[config.mk]
export PLATFORM = sky130hd
export DESIGN_NAME = irq_controller
export DESIGN_NICKNAME = d
export VERILOG_FILES = /design/src/rtl/irq_pkg.sv /design/src/rtl/irq_prio_select.sv /design/src/rtl/irq_controller.sv
export SDC_FILE = /design/constraint.sdc
export NUM_CORES = 1
export LEC_CHECK = 0
export BUFFER_PORTS_ARGS = -buffer_cell sky130_fd_sc_hd__buf_4
export CORE_MARGIN = 2
export CORE_UTILIZATION = 55
export DETAILED_ROUTE_END_ITERATION = 8
export PLACE_DENSITY_LB_ADDON = 0.2
export SLEW_MARGIN = 20
export SYNTH_ARGS = -nofsm -noshare
export SYNTH_HDL_FRONTEND = slang
export SYNTH_HIERARCHICAL = 1
export SYNTH_SLANG_ARGS = --single-unit
export TNS_END_PERCENT = 10
[constraint.sdc]
create_clock -name clk -period 66.3 [get_ports clk]
set_input_delay 0 -clock clk [delete_from_list [all_inputs] [get_ports clk]]
set_output_delay 0 -clock clk [all_outputs]
set_load 0.05 [all_outputs]
[src/rtl/irq_pkg.sv]
// Shared types and register map for the interrupt controller.
// Byte offsets are relative to the controller's base address.
package irq_pkg;

    typedef logic [1:0] prio_t;
    typedef logic [4:0] vector_t;

    // group count at the maximum of 32 sources (four sources per group)
    localparam int NUM_GROUPS = 8;

    localparam logic [23:0] PRIO_OFS    = 24'd0;
    localparam logic [23:0] ENABLE_OFS  = 24'd3;
    localparam logic [23:0] PENDING_OFS = 24'd7;
    localparam logic [23:0] REG_SPAN    = 24'd11;

endpackage

[src/rtl/irq_prio_select.sv]
// Combinational winner selection: highest group priority, ties to the lowest index.
// A group priority of 0 can never win, so disabled groups drop out naturally.
module irq_prio_select
    import irq_pkg::*;
#(
    parameter int NUM_IRQS = 32
) (
    input  logic [NUM_IRQS-1:0]       eligible,
    input  logic [2*(NUM_IRQS/4)-1:0] group_prio,
    output logic                      valid,
    output vector_t                   vector,
    output prio_t                     prio
);

    always_comb begin
        // NOTE: every output gets a default before the loop so no latch is inferred.
        valid  = 1'b0;
        vector = '0;
        prio   = '0;
        // strict '>' while scanning upwards keeps the lowest index on a tie
        for (int i = 0; i < NUM_IRQS; i++) begin
            if (eligible[i] && (group_prio[2*(i/4) +: 2] > prio)) begin
                valid  = 1'b1;
                vector = vector_t'(i);
                prio   = group_prio[2*(i/4) +: 2];
            end
        end
    end

endmodule

[src/rtl/irq_controller.sv]
// Interrupt controller: edge-latched pending flags, bus-mapped enable/priority,
// registered highest-priority request to the CPU with an ack handshake.
module irq_controller
    import irq_pkg::*;
#(
    parameter int          NUM_IRQS  = 32,
    parameter logic [23:0] BASE_ADDR = 24'h2020
) (
    input  logic                clk,
    input  logic                reset,
    input  logic                bus_write,
    input  logic                bus_read,
    input  logic [23:0]         bus_address_in,
    input  logic [7:0]          bus_data_in,
    output logic [7:0]          bus_data_out,
    input  logic [NUM_IRQS-1:0] irq_in,
    output logic                irq_req,
    output vector_t             irq_vector,
    output prio_t               irq_prio,
    input  logic                irq_ack
);

    localparam int GROUPS = NUM_IRQS / 4;

    logic [2*GROUPS-1:0] prio_reg;
    logic [NUM_IRQS-1:0] enable;
    logic [NUM_IRQS-1:0] pending;
    logic [NUM_IRQS-1:0] irq_prev;

    logic [23:0]         offset;
    logic                hit;
    logic                wr;
    logic                ack_fire;
    logic [NUM_IRQS-1:0] rise;
    logic [NUM_IRQS-1:0] ack_mask;
    logic [NUM_IRQS-1:0] w1c_mask;
    logic [NUM_IRQS-1:0] eligible;

    logic                sel_valid;
    vector_t             sel_vector;
    prio_t               sel_prio;

    // addresses below the base wrap to large offsets and miss the window
    assign offset   = bus_address_in - BASE_ADDR;
    assign hit      = offset < REG_SPAN;
    assign wr       = bus_write && hit;
    assign ack_fire = irq_ack && irq_req;
    assign rise     = irq_in & ~irq_prev;
    assign ack_mask = ack_fire ? (NUM_IRQS'(1) << irq_vector) : '0;

    always_comb begin
        w1c_mask = '0;
        eligible = '0;
        for (int i = 0; i < NUM_IRQS; i++) begin
            w1c_mask[i] = wr && (offset == PENDING_OFS + 24'(i / 8)) && bus_data_in[i % 8];
            // the source being acked is excluded now so no stale vector follows the ack
            eligible[i] = pending[i] && enable[i] && !ack_mask[i];
        end
    end

    irq_prio_select #(.NUM_IRQS(NUM_IRQS)) u_select (
        .eligible   (eligible),
        .group_prio (prio_reg),
        .valid      (sel_valid),
        .vector     (sel_vector),
        .prio       (sel_prio)
    );

    // NOTE: state registers use non-blocking assignments so every flop samples pre-edge values.
    always_ff @(posedge clk) begin
        if (reset) begin
            prio_reg   <= '0;
            enable     <= '0;
            pending    <= '0;
            irq_prev   <= '0;
            irq_req    <= 1'b0;
            irq_vector <= '0;
            irq_prio   <= '0;
        end else begin
            irq_prev <= irq_in;
            // a rising edge wins over both clear sources on the same bit
            pending  <= rise | (pending & ~(w1c_mask | ack_mask));
            for (int i = 0; i < NUM_IRQS; i++) begin
                if (wr && (offset == ENABLE_OFS + 24'(i / 8)))
                    enable[i] <= bus_data_in[i % 8];
            end
            for (int g = 0; g < GROUPS; g++) begin
                if (wr && (offset == PRIO_OFS + 24'(g / 4)))
                    prio_reg[2*g +: 2] <= bus_data_in[2*(g % 4) +: 2];
            end
            irq_req <= sel_valid;
            if (sel_valid) begin
                irq_vector <= sel_vector;
                irq_prio   <= sel_prio;
            end
        end
    end

    always_comb begin
        bus_data_out = '0;
        if (bus_read && hit) begin
            for (int i = 0; i < NUM_IRQS; i++) begin
                if (offset == ENABLE_OFS + 24'(i / 8))
                    bus_data_out[i % 8] = enable[i];
                if (offset == PENDING_OFS + 24'(i / 8))
                    bus_data_out[i % 8] = pending[i];
            end
            for (int g = 0; g < GROUPS; g++) begin
                if (offset == PRIO_OFS + 24'(g / 4))
                    bus_data_out[2*(g % 4) +: 2] = prio_reg[2*g +: 2];
            end
        end
    end

endmodule
==> impl_metrics.env <==
export IMPL_period_share_pct=57.3
export IMPL_synth_seq_area_share_pct=27.6
export IMPL_vias_per_cell=6.27
export IMPL_finalSetupTns_ns=0
export IMPL_hold_viol_final=0
export IMPL_status="finished, final reports clean"
export IMPL_grt_pass1_wl_um=44500
export IMPL_drive_gt1_share_pct=13.9
export IMPL_synth_largest_area_cell="dfxtp_1"
export IMPL_slowest_delay_ns=0.74
export IMPL_drv_cap=0
export IMPL_cts_tree="done"
export IMPL_reg2reg_depth=173
export IMPL_syn_area_um2=8710
export IMPL_syn_num_nets=1212
export IMPL_wl_per_cell_um=19.7
export IMPL_yosysMostFrequentCell="nor2_1"
export IMPL_vias=9035
export IMPL_ys_seq_elements=120
export IMPL_synthArstFlopShare_pct=0
export IMPL_placement_rows=46
export IMPL_port_buffers=84
export IMPL_critPathKind="flop to flop"
export IMPL_p_leak_nw=4.17
export IMPL_hold_ws_ns=0.144
export IMPL_clock_sinks=120
export IMPL_htree_levels=4
export IMPL_start_kind="flop"
export IMPL_power_density_nw_per_um2=18.2
export IMPL_yosys_warnings=6
export IMPL_fin_worst_skew_ns=0.0115
export IMPL_fmax_ghz=0.0263
export IMPL_grt_setup_unrepaired="no"
export IMPL_end_kind="flop"
export IMPL_rr_startpoint="irq_vector[1]"
export IMPL_grt_pass1_vias=8310
export IMPL_drt_total_wl_um=28400
export IMPL_antenna_left=0
export IMPL_die_w_um=130
export IMPL_syn_inst=1110
export IMPL_reg2reg_to="irq_vector[3]"
export IMPL_cts_resized=0
export IMPL_ir_drop_v=0.0000218
export IMPL_clk_pin_slew_worst_paths_ns=0.06
export IMPL_drc=0
export IMPL_cp_slowest_cell="or4_1"
export IMPL_gr_total_overflow=0
export IMPL_reg2reg_slack_ns=28.28
export IMPL_dp_hpwl_um=20400
export IMPL_antenna_found_initial=0
export IMPL_finalPower_mw=0.191
export IMPL_synth_commonest_cells="149 x nor2_1, 120 x dfxtp_1, 77 x nand2_1, 64 x a21oi_1, 58 x mux2i_1"
export IMPL_grt_start_max_net_pins=109
export IMPL_hold_path_depth=5
export IMPL_die_h_um=130
export IMPL_largest_registers="enable: 32 flops, irq_prev: 32 flops, pending: 32 flops"
export IMPL_slew_viol_final=0
export IMPL_fin_nets=1314
export IMPL_cts_buffers=17
export IMPL_hp_class="input port to flop"
export IMPL_track_usage_pct=33.9
export IMPL_core_area_um2=15700
export IMPL_drtIter0Drc=1132
export IMPL_boundaryPins=85
export IMPL_arrival_ns=38.29
export IMPL_synth_ff_type="dfxtp_1"
export IMPL_hold_buffers=52
export IMPL_worst_pin_slew_ns=1.15
export IMPL_worstPathRequired_ns=66.57
export IMPL_hp_start="bus_write"
export IMPL_holdPathEnd="prio_reg[1]"
export IMPL_critPathMaxFanout=11
export IMPL_worstSkewPairLatency_ns=0.42
export IMPL_relSlewSlack_pct=22.3
export IMPL_dieArea_um2=16900
export IMPL_avgSynthCellArea_um2=7.85
export IMPL_synth_edf_count=0
export IMPL_synth_distinct_cells=100
export IMPL_firstDrtPassIters=6
export IMPL_post_route_min_period_ns=38.02
export IMPL_cts_root_buffer_cell="clkbuf_16"
export IMPL_fillCellCount=1337
export IMPL_synth_top_cell_area_share_pct=27.6
export IMPL_cts_buffer_depth=2
export IMPL_syn_to_final_growth_pct=20.7
export IMPL_path_common_cell="ha_1"
export IMPL_initial_core_util_pct=55.6
export IMPL_postCtsSetupBuffers=0
export IMPL_gp_congestion=1.01
export IMPL_diodes=0
export IMPL_synthTopCellsByArea="dfxtp_1 28%, mux2i_1 6.7%, nor2_1 6.4%, ha_1 4.7%, a21oi_1 3.7%"
export IMPL_setup_viol=0
## power by group
part | total, mW | internal (mW) | switching, mW
sequential | 0.0761 | 0.0747 | 0.00140
combinational | 0.0199 | 0.00930 | 0.0106
clock | 0.0949 | 0.0573 | 0.0375
## stage by stage
step	worst slack [ns]	std cells	instance area (um2)	util (%)
finish	28.28	1441	10500	67.1
global route	25.53	1441	10500	67.1
CTS	28.91	1441	10500	67.1
detailed placement	28.98	1357	9390	60.0
global placement	29.67	1357	9390	60.0
floorplan	32.84	1110	8710	-
## worst max-delay path, delay by kind of cell (launching register included)
kind / cells / cell delay [ns]
mux: 14 / 4.44
fa+ha+maj: 32 / 8.87
compound gates: 68 / 14.86
buf+inv: 4 / 0.35
flops: 1 / 0.58
simple gates: 55 / 8.75
## logic make-up after synthesis
kind of cell	synth area share, %
flip-flops	27.6
AND/OR/NAND/NOR	27.6
adder cells (fa/ha/maj)	4.97
XOR/XNOR	0.101
buffers and inverters	4.57
multiplexers	8.89
AO/OA/AOI/OAI	26.3
## worst max path at each step
stage | start | to | depth (start not counted)
5_1_grt | irq_vector[0] | irq_vector[0] | 173
2_1_floorplan | irq_vector[0] | irq_vector[4] | 179
3_5_place_dp | irq_vector[0] | irq_prio[0] | 172
4_1_cts | irq_vector[0] | irq_vector[0] | 172
6_report | irq_vector[1] | irq_vector[3] | 173
3_3_place_gp | irq_vector[0] | irq_vector[0] | 174
## layer usage
metal	vias up	routed length, um	GRT usage [%]
li1	4293	-	-
met1	4182	11900	46.2
met2	478	12700	52.8
met3	80	2480	5.82
met4	2	1240	15.2
met5	-	22	0
## area by class of cell
class,instances,area (um2),share of cell area [%]
timing repair buffer,137,1160,11.1
clock buffer,18,439,4.18
multi-input combinational,892,5910,56.2
tap,216,270,2.57
clock inverter,14,161,1.54
sequential,120,2400,22.9
inverter,44,165,1.57
## cell usage in the layout, fill, tap and decap left out, types with 6 or more instances in the layout
cell | netlist | layout
a211oi_1 | 6 | 6
a21boi_0 | 6 | 6
a21o_1 | 7 | 7
a21oi_1 | 64 | 64
a22oi_1 | 12 | 12
a311oi_1 | 8 | 8
a31oi_1 | 10 | 10
and2_1 | 19 | 19
and3_1 | 7 | 7
buf_4 | 2 | 84
clkbuf_16 | 0 | 17
dfxtp_1 | 120 | 120
dlygate4sd3_1 | 0 | 52
ha_1 | 33 | 33
inv_1 | 42 | 42
inv_6 | 0 | 6
mux2_2 | 11 | 11
mux2i_1 | 58 | 58
nand2_1 | 77 | 77
nand2b_1 | 43 | 43
nand3_1 | 24 | 24
nor2_1 | 149 | 149
nor2b_1 | 51 | 51
nor3_1 | 16 | 16
nor4_1 | 13 | 13
nor4b_1 | 6 | 6
o211ai_1 | 12 | 12
o21a_1 | 13 | 13
o21ai_0 | 54 | 54
o21ai_1 | 17 | 17
o21bai_1 | 18 | 18
o221ai_1 | 9 | 9
o22ai_1 | 15 | 15
o31ai_1 | 7 | 7
No activity file was read; power rests on OpenSTA's default activity.
